$ cat config.mk
export PLATFORM = sky130hd
export DESIGN_NAME = dt_res_packer
export DESIGN_NICKNAME = d
export VERILOG_FILES = /design/src/rtl/dt_pkg.sv /design/src/rtl/dt_bit_packer.sv /design/src/rtl/dt_res_packer.sv
export SDC_FILE = /design/constraint.sdc
export NUM_CORES = 1
export LEC_CHECK = 0
export BUFFER_PORTS_ARGS = -buffer_cell sky130_fd_sc_hd__buf_2
export CORE_UTILIZATION = 32
export CTS_CLUSTER_DIAMETER = 30
export DETAILED_ROUTE_END_ITERATION = 8
export MAX_ROUTING_LAYER = met4
export SLEW_MARGIN = 15
export SYNTH_ARGS = -nofsm -noshare
export SYNTH_HDL_FRONTEND = slang
export SYNTH_SLANG_ARGS = --single-unit
$ cat constraint.sdc
create_clock -name clk -period 2.15 [get_ports clk]
set_input_delay 0.215 -clock clk [delete_from_list [all_inputs] [get_ports clk]]
set_output_delay 0.215 -clock clk [all_outputs]
set_load 0.02 [all_outputs]
$ cat src/rtl/dt_pkg.sv
// rtl/dt_pkg.sv - shared geometry, FSM states and threshold helper for the DT result path
package dt_pkg;

    localparam int          IMG_PIX  = 16384;
    localparam int          WORD_W   = 16;
    localparam int          WORDS    = 1024;
    localparam logic [13:0] LAST_PIX = 14'd16383;

    typedef enum logic [2:0] {
        IDLE  = 3'd0,
        RUN   = 3'd1,
        DRAIN = 3'd2,
        FLUSH = 3'd3,
        DONE  = 3'd4
    } dt_state_e;

    function automatic logic thresh_bit(input logic [7:0] v, input logic [7:0] t, input logic inv);
        return (v >= t) ^ inv;
    endfunction

endpackage

$ cat src/rtl/dt_bit_packer.sv
// rtl/dt_bit_packer.sv - places serial pixel bits MSB-first into 16-bit words
module dt_bit_packer
    import dt_pkg::*;
(
    input  logic              clk,
    input  logic              reset,
    input  logic              i_clear,
    input  logic              i_bit_vld,
    input  logic              i_bit,
    input  logic [3:0]        i_bit_idx,
    output logic              o_word_vld,
    output logic [WORD_W-1:0] o_word
);

    logic [WORD_W-1:0] r_shift;
    logic [WORD_W-1:0] r_word;
    logic              r_word_vld;
    logic [3:0]        w_pos;

    assign w_pos      = 4'd15 - i_bit_idx;
    assign o_word_vld = r_word_vld;
    assign o_word     = r_word;

    // Every position is rewritten each word, so the shift reg only needs clearing on a new sweep.
    always_ff @(posedge clk or negedge reset) begin
        if (!reset) begin
            r_shift    <= '0;
            r_word     <= '0;
            r_word_vld <= 1'b0;
        end else begin
            r_word_vld <= 1'b0;
            if (i_clear) begin
                r_shift <= '0;
            end else if (i_bit_vld) begin
                r_shift[w_pos] <= i_bit;
                if (i_bit_idx == 4'hF) begin
                    r_word_vld <= 1'b1;
                    r_word     <= {r_shift[WORD_W-1:1], i_bit};
                end
            end
        end
    end

endmodule

$ cat src/rtl/dt_res_packer.sv
// rtl/dt_res_packer.sv - sweeps DT result RAM, thresholds and packs to bitmap; DT_PACK_CHECKSUM_EN adds pk_sum
module dt_res_packer
    import dt_pkg::*;
#(
    parameter logic [7:0] THRESH = 8'd1,
    parameter bit         INVERT = 1'b0
) (
    input  logic        clk,
    input  logic        reset,
    input  logic        start,
    output logic        res_rd,
    output logic [13:0] res_addr,
    input  logic [7:0]  res_di,
    output logic        pk_wr,
    output logic [9:0]  pk_addr,
    output logic [15:0] pk_do,
    output logic        busy,
    output logic        done,
    output logic [15:0] pk_sum
);

    dt_state_e   r_state;
    logic        r_res_rd;
    logic [13:0] r_res_addr;
    logic        r_smp_vld;
    logic [13:0] r_smp_addr;
    logic [9:0]  r_pk_addr;
    logic        r_busy;
    logic        r_done;

    logic        w_start_ok;
    logic        w_bit;
    logic        w_pk_wr;
    logic [15:0] w_pk_do;

    assign w_start_ok = start && (r_state == IDLE || r_state == DONE);
    assign w_bit      = thresh_bit(res_di, THRESH, INVERT);

    assign res_rd   = r_res_rd;
    assign res_addr = r_res_addr;
    assign pk_wr    = w_pk_wr;
    assign pk_addr  = r_pk_addr;
    assign pk_do    = w_pk_do;
    assign busy     = r_busy;
    assign done     = r_done;

    // res_di belongs to the address issued one cycle earlier, so address tracks via r_smp_addr.
    always_ff @(posedge clk or negedge reset) begin
        if (!reset) begin
            r_state    <= IDLE;
            r_res_rd   <= 1'b0;
            r_res_addr <= '0;
            r_smp_vld  <= 1'b0;
            r_smp_addr <= '0;
            r_pk_addr  <= '0;
            r_busy     <= 1'b0;
            r_done     <= 1'b0;
        end else begin
            r_smp_vld  <= r_res_rd;
            r_smp_addr <= r_res_addr;
            if (r_smp_vld && r_smp_addr[3:0] == 4'hF)
                r_pk_addr <= r_smp_addr[13:4];
            case (r_state)
                IDLE, DONE: begin
                    if (start) begin
                        r_state    <= RUN;
                        r_res_rd   <= 1'b1;
                        r_res_addr <= '0;
                        r_busy     <= 1'b1;
                        r_done     <= 1'b0;
                    end
                end
                RUN: begin
                    if (r_res_addr == LAST_PIX) begin
                        r_state  <= DRAIN;
                        r_res_rd <= 1'b0;
                    end else begin
                        r_res_addr <= r_res_addr + 14'd1;
                    end
                end
                DRAIN: r_state <= FLUSH;
                FLUSH: begin
                    r_state <= DONE;
                    r_busy  <= 1'b0;
                    r_done  <= 1'b1;
                end
                default: r_state <= IDLE;
            endcase
        end
    end

    dt_bit_packer u_packer (
        .clk        (clk),
        .reset      (reset),
        .i_clear    (w_start_ok),
        .i_bit_vld  (r_smp_vld),
        .i_bit      (w_bit),
        .i_bit_idx  (r_smp_addr[3:0]),
        .o_word_vld (w_pk_wr),
        .o_word     (w_pk_do)
    );

`ifdef DT_PACK_CHECKSUM_EN
    logic [15:0] r_sum;

    always_ff @(posedge clk or negedge reset) begin
        if (!reset) begin
            r_sum <= '0;
        end else if (w_start_ok) begin
            r_sum <= '0;
        end else if (w_pk_wr) begin
            r_sum <= r_sum + w_pk_do;
        end
    end

    assign pk_sum = r_sum;
`else
    assign pk_sum = 16'h0000;
`endif

endmodule

==> metrics.md, run 1 <==
| Metric | Value |
|---|---|
| Initial antenna violation count | `0` |
| # resized after CTS | `0` |
| Fmax | `524 MHz` |
| Clock Pin Slew Worst Setup and Hold Paths | `70 ps` |
| Area of the core | `10,400 sq um` |
| Largest family of logic cells by synthesized area | `simple AND/OR/NAND/NOR gates` |
| Die width | `106 microns` |
| Critical Path AT | `2160 ps` |
| Cell area after placement | `3830 sq um` |
| Worst Hold Class | `in -> reg` |
| Hold buffer count at CTS | `1` |
| Fillers | `1,028` |
| Yosys top cell area share | `0.562` |
| P&R area growth vs syn | `17.5%` |
| Full die area | `11,100 sq um` |
| Top cells by area, synth | `dfrtp_1, mux2_2, nor2_1` |
| Placed cells | `475` |
| Worst setup SP type | `flip-flop` |
| Worst EP required | `2410 ps` |
| Xor and xnor area share after synthesis | `0` |
| PwrDens | `1250 nW/um^2` |
| CTS buffer count | `9` |
| Ports | `71` |
| Synth Flop Type | `dfrtp_1` |
| Number of synthesized flops with an enable pin | `0` |
| Vias | `2,368` |
| First drt pass iteration count | `4` |
| Synth Area in Simple Gates | `0.173` |
| Yosys warning count | `0` |
| Setup bufs post-CTS | `0` |
| Detailed-route DRC error count | `0` |
| Most frequent cell after synthesis | `dfrtp_1` |
| Hold WS | `247 ps` |
| # rows | `37` |
| Post-synth top cells | `dfrtp_1, nor2_1, mux2_2` |
| Yosys reg bits | `77` |
| Final nets | `363` |
| CP max FO | `6` |
| Worst R2R Path Depth | `5` |
| Final min period | `1910 ps` |
| Chip height | `106 microns` |
| Pin count of the biggest net entering global routing | `50` |
| Slew @ Worst Pin | `615 ps` |
| Area of the multi-input gates | `1350 sq um` |
| Multiplexer share of the synthesized area | `0.0974` |
| Netlist Area Pre-Place | `3430 sq um` |
| Critical path type | `reg -> reg` |
| GRT Total Usage | `0.130` |
| Gate Count Post-Synth | `290` |
| RSZ-0062 raised after global routing | `no` |
| CTS H-tree depth | `3` |
| Final period util | `0.887` |
| Post-Layout Cell Count | `492` |
| I/O Buffers | `54` |
| Syn_area_per_cell | `11.8 sq um` |
| Setup TNS | `0 ps` |
| CP endpoint kind | `flip-flop` |
| Status | `finished, final reports clean` |
| Post-synthesis sequential area ratio | `0.562` |
| ANT nets after route | `0` |
| Static leakage | `1.89 nW` |
| Maxcap violations | `0` |
| Final hold violation count | `0` |
| Wirelength per Cell | `13.7 microns` |
| Post-synthesis adder-cell area fraction | `0.00365` |
| Number of clock sinks seen by CTS | `77` |
| Vias per inst | `4.81` |
| Largest area contributor in the netlist | `dfrtp_1` |
| Fin. max-slew vios | `0` |
| Setup violators final | `0` |
| Congestion Overflow GR | `0` |
| CTS tree | `yes` |
| Vias in the first global route | `2,269` |
| Compound-gate portion of the synthesized area | `0.102` |
| Deepest clock path buffer count | `2` |
| Initial Util | `0.331` |
| Ant diodes | `0` |
| Dpl hpwl | `4.82 mm` |
| Skew-Pair Late Insertion Delay | `340 ps` |
| First-pass GRT wire length | `11.1 mm` |
| WL final | `6.73 mm` |
| Fin Clk Skew | `11.4 ps` |
| Ys async rst share | `1.00` |
| Post-Layout Inst Area | `4030 sq um` |
| DRT iter0 DRCs | `139` |
| Relative slew slack | `0.586` |
| Worst hold path depth | `3` |
| GP Congestion | `0.815` |
| Root Buffer | `clkbuf_8` |
| Yosys cell types | `54` |
| Layout cells sized above 1 | `0.334` |
| Register area | `1930 sq um` |
| Peak VDD IR | `425 uV` |
[layout by cell type, fill, tap and decap left out, types with 6 or more instances in the layout]
cell,instances
nand2_1,15
clkbuf_8,12
a31oi_1,8
nand3b_1,6
buf_2,53
nor2_1,37
dfrtp_1,77
conb_1,16
a311oi_1,11
nand4_1,6
mux2_2,27
buf_4,8
[cell families after synthesis]
logic type | after synthesis
AO/OA/AOI/OAI | 46
other | 1
adder cells (fa/ha/maj) | 1
AND/OR/NAND/NOR | 103
multiplexers | 30
buffers and inverters | 32
flip-flops | 77
[layout make-up]
class                   count  share of cell area
flip-flops and latches     77               0.478
clock buffers              12              0.0410
multi-input cells         196               0.335
clock inverters             4             0.00776
repair buffers             64              0.0931
well taps                 136              0.0422
inverters                   3             0.00279
[state kept, by name (all words and copies together), names as in the netlist]
| name | count |
|---|---|
| r_smp_addr | 14 |
| res_addr | 14 |
| pk_addr | 10 |
| u_packer.o_word_vld | 1 |
| r_state | 3 |
| res_rd | 1 |
| u_packer.r_shift | 15 |
| done | 1 |
| busy | 1 |
| r_smp_vld | 1 |
| u_packer.o_word | 16 |
[metrics by stage]
step           power [mW]  setup slack, ps   util
3_5_place_dp         4.07              255  0.369
6_report             5.04              243  0.389
3_3_place_gp         4.02              339  0.369
2_1_floorplan        3.52              379      -
5_1_grt              5.39             18.3  0.389
4_1_cts              5.12              236  0.389
[critical path: stages (launching register included)]
cell and delay, ps:
dfrtp_1 430, ha_1 280, nand4_1 200, nor4_1 610, nand3b_1 140, a21oi_1 170
[power by group]
part           internal [mW]  switching, mW  leakage, nW
combinational          0.674          0.946        0.828
sequential              1.96          0.429        0.968
clock                  0.516          0.519       0.0908
[path summary, 6_finish.rpt]
kind	startpoint	end	slack [ps]
worst max-delay path	res_addr[1]	r_state[1]	240
min in group asynchronous	reset	u_packer.o_word[0]	340
worst max register to register	res_addr[1]	r_state[1]	240
max in group asynchronous	reset	res_addr[2]	1230
worst min-delay path	start	r_state[2]	250
worst min register to register	res_rd	r_smp_vld	440
[metal layers]
metal	track usage	part of all wire	vias up	wire length [microns]
met4	0.0387	0.0071	0	48
met1	0.165	0.45	1153	3050
li1	-	-	1143	-
met2	0.205	0.49	68	3310
met5	-	0	-	0
met3	0.0359	0.048	4	321
Power figures use the tool's default switching activity.
==> inputs of run 2 (changes only) <==
CORE_UTILIZATION = 40   (was 32)
clock period = 1.7 ns   (was 2.15 ns; I/O delays follow)
==> run 2 against run 1 <==
  * Sequential share of layout area is 2.0 points lower
  * Clock power up 30%
  * Combinational power grew 53%
  * Highest routed layer unchanged
  * Critical endpoint is now res_addr[0]
==> metrics.md, run 2 (same netlist as run 1, synthesis figures left out) <==
| Metric | Value |
|---|---|
| Vias in the first global route | `2,385 (was 2,269)` |
| Final core utilization | `0.512 (was 0.389)` |
| CTS buffer count | `9 (unchanged)` |
| Congestion Overflow GR | `0 (unchanged)` |
| Area of the core | `8260 sq um (was 10,400 sq um)` |
| Cell Chain, Critical Path | `ha_1 > nand4_1 > nor4_4 > buf_4 > or2_1 > mux2_2 (was ha_1 > nand4_1 > nor4_1 > nand3b_1 > a21oi_1)` |
| CTS tree | `yes (unchanged)` |
| GRT Total Usage | `0.176 (was 0.130)` |
| First drt pass iteration count | `5 (was 4)` |
| RSZ-0062 raised after global routing | `no (unchanged)` |
| Most common cell after layout, fill and taps aside | `dfrtp_1 (unchanged)` |
| GP Congestion | `0.867 (was 0.815)` |
| Full die area | `8950 sq um (was 11,100 sq um)` |
| ANT nets after route | `0 (unchanged)` |
| Reg2Reg Launch Point | `res_addr[0] (was res_addr[1])` |
| Post-Layout Cell Count | `487 (was 492)` |
| Fin Clk Skew | `9.85 ps (was 11.4 ps)` |
| DRT iter0 DRCs | `96 (was 139)` |
| Worst Hold Launch | `start (unchanged)` |
| Final period util | `0.939 (was 0.887)` |
| Critical Path Max Stage Delay | `400 ps (was 610 ps)` |
| Overall Power | `6.72 mW (was 5.04 mW)` |
| Final min period | `1600 ps (was 1910 ps)` |
| PwrDens | `1590 nW/um^2 (was 1250 nW/um^2)` |
| Peak VDD IR | `622 uV (was 425 uV)` |
| Initial Util | `0.415 (was 0.331)` |
| Place WS | `65.6 ps (was 255 ps)` |
| Wirelength per Cell | `14.3 microns (was 13.7 microns)` |
| Clock Pin Slew Worst Setup and Hold Paths | `80 ps (was 70 ps)` |
| Ant diodes | `0 (unchanged)` |
| Static leakage | `2.02 nW (was 1.89 nW)` |
| Setup TNS | `0 ps (unchanged)` |
| Maxcap violations | `0 (unchanged)` |
| CP max FO | `3 (was 6)` |
| Detailed-route DRC error count | `0 (unchanged)` |
| Placed cells | `469 (was 475)` |
| Pin count of the biggest net entering global routing | `42 (was 50)` |
| Worst Hold Class | `in -> reg (unchanged)` |
| Worst setup SP type | `flip-flop (unchanged)` |
| Max reg flops | `16 (unchanged)` |
| Layout cells sized above 1 | `0.406 (was 0.334)` |
| Fmax | `626 MHz (was 524 MHz)` |
| Initial antenna violation count | `0 (unchanged)` |
| FF-to-FF End | `res_addr[0] (was r_state[1])` |
| Worst EP required | `1930 ps (was 2410 ps)` |
| Area of the multi-input gates | `1390 sq um (was 1350 sq um)` |
| Critical Path AT | `1830 ps (was 2160 ps)` |
| Worst hold endpoint | `r_state[2] (unchanged)` |
| Skew-Pair Late Insertion Delay | `350 ps (was 340 ps)` |
| Fin worst setup slack | `103 ps (was 243 ps)` |
| Ports | `71 (unchanged)` |
| Worst R2R Path Depth | `6 (was 5)` |
| Slew @ Worst Pin | `529 ps (was 615 ps)` |
| Reg2reg setup slack | `100 ps (was 240 ps)` |
| Dpl hpwl | `5.02 mm (was 4.82 mm)` |
| Fillers | `780 (was 1,028)` |
| Cell area after placement | `3990 sq um (was 3830 sq um)` |
| Final hold violation count | `0 (unchanged)` |
| First-pass GRT wire length | `11.6 mm (was 11.1 mm)` |
| Setup violators final | `0 (unchanged)` |
| Register area | `1930 sq um (about the same)` |
| Vias | `2,513 (was 2,368)` |
| Buf+Inv Stages, Crit Path | `1 (was 0)` |
| Fin. max-slew vios | `0 (unchanged)` |
| Post-Layout Inst Area | `4230 sq um (was 4030 sq um)` |
| Final nets | `389 (was 363)` |
| Relative slew slack | `0.647 (was 0.586)` |
| WL final | `6.96 mm (was 6.73 mm)` |
| CTS H-tree depth | `3 (unchanged)` |
| P&R area growth vs syn | `23.3% (was 17.5%)` |
| Critical path type | `reg -> reg (unchanged)` |
| Cell family with most CP delay | `simple AND/OR/NAND/NOR gates (unchanged)` |
| Worst hold path depth | `3 (unchanged)` |
| Hold WS | `193 ps (was 247 ps)` |
| CP endpoint kind | `flip-flop (unchanged)` |
| Slowest CP cell | `dfrtp_2 (was nor4_1)` |
| I/O Buffers | `54 (unchanged)` |
| Chip height | `94.6 microns (was 106 microns)` |
| Die width | `94.6 microns (was 106 microns)` |
| Deepest clock path buffer count | `2 (unchanged)` |
| Commonest cells after routing, fill and taps aside | `dfrtp_1, buf_2, nor2_1 (unchanged)` |
| Number of clock sinks seen by CTS | `77 (unchanged)` |
| Root Buffer | `clkbuf_8 (unchanged)` |
| # rows | `33 (was 37)` |
| Vias per inst | `5.16 (was 4.81)` |
| Status | `finished, final reports clean (unchanged)` |
## run 2: layout make-up
class,count,share of cell area
Clock inverter,6,0.0151
Multi-Input combinational cell,196,0.329
Tap cell,105,0.0311
Sequential cell,77,0.457
Inverter,3,0.00266
Clock buffer,10,0.0302
Timing Repair Buffer,90,0.135
## run 2: power breakdown
| part | switching [mW] | internal (mW) |
|---|---|---|
| Combinational | 1.41 | 1.08 |
| Sequential | 0.399 | 2.49 |
| Clock | 0.672 | 0.676 |
## run 2: what timing repair did
action,in CTS,in global routing
setup endpoints to repair,0,8
setup buffers,0,1
hold buffers,1,0
hold endpoints to repair,39,0
resized for setup,0,6
## run 2: how the worst max path moves through the flow
stage	start	to	slack, ps	cells after the start
6_report	res_addr[0]	res_addr[0]	100	6
3_5_place_dp	r_state[2]	res_addr[0]	70	5
4_1_cts	r_state[2]	res_addr[0]	50	5
3_3_place_gp	r_state[0]	res_addr[5]	120	4
2_1_floorplan	res_addr[0]	r_state[0]	20	5
5_1_grt	res_addr[1]	res_addr[8]	9	6
## run 2: worst min-delay path, stage by stage
cell and delay, ps:
buf_2 110, nor4b_1 50, a21o_2 170
## run 2: per-layer routing
layer / share of wire / vias to the layer above / track usage
met2: 0.48 / 47 / 0.268
li1: - / 1199 / -
met3: 0.031 / 10 / 0.0403
met5: 0 / - / -
met4: 0.014 / 0 / 0.0682
met1: 0.47 / 1257 / 0.229
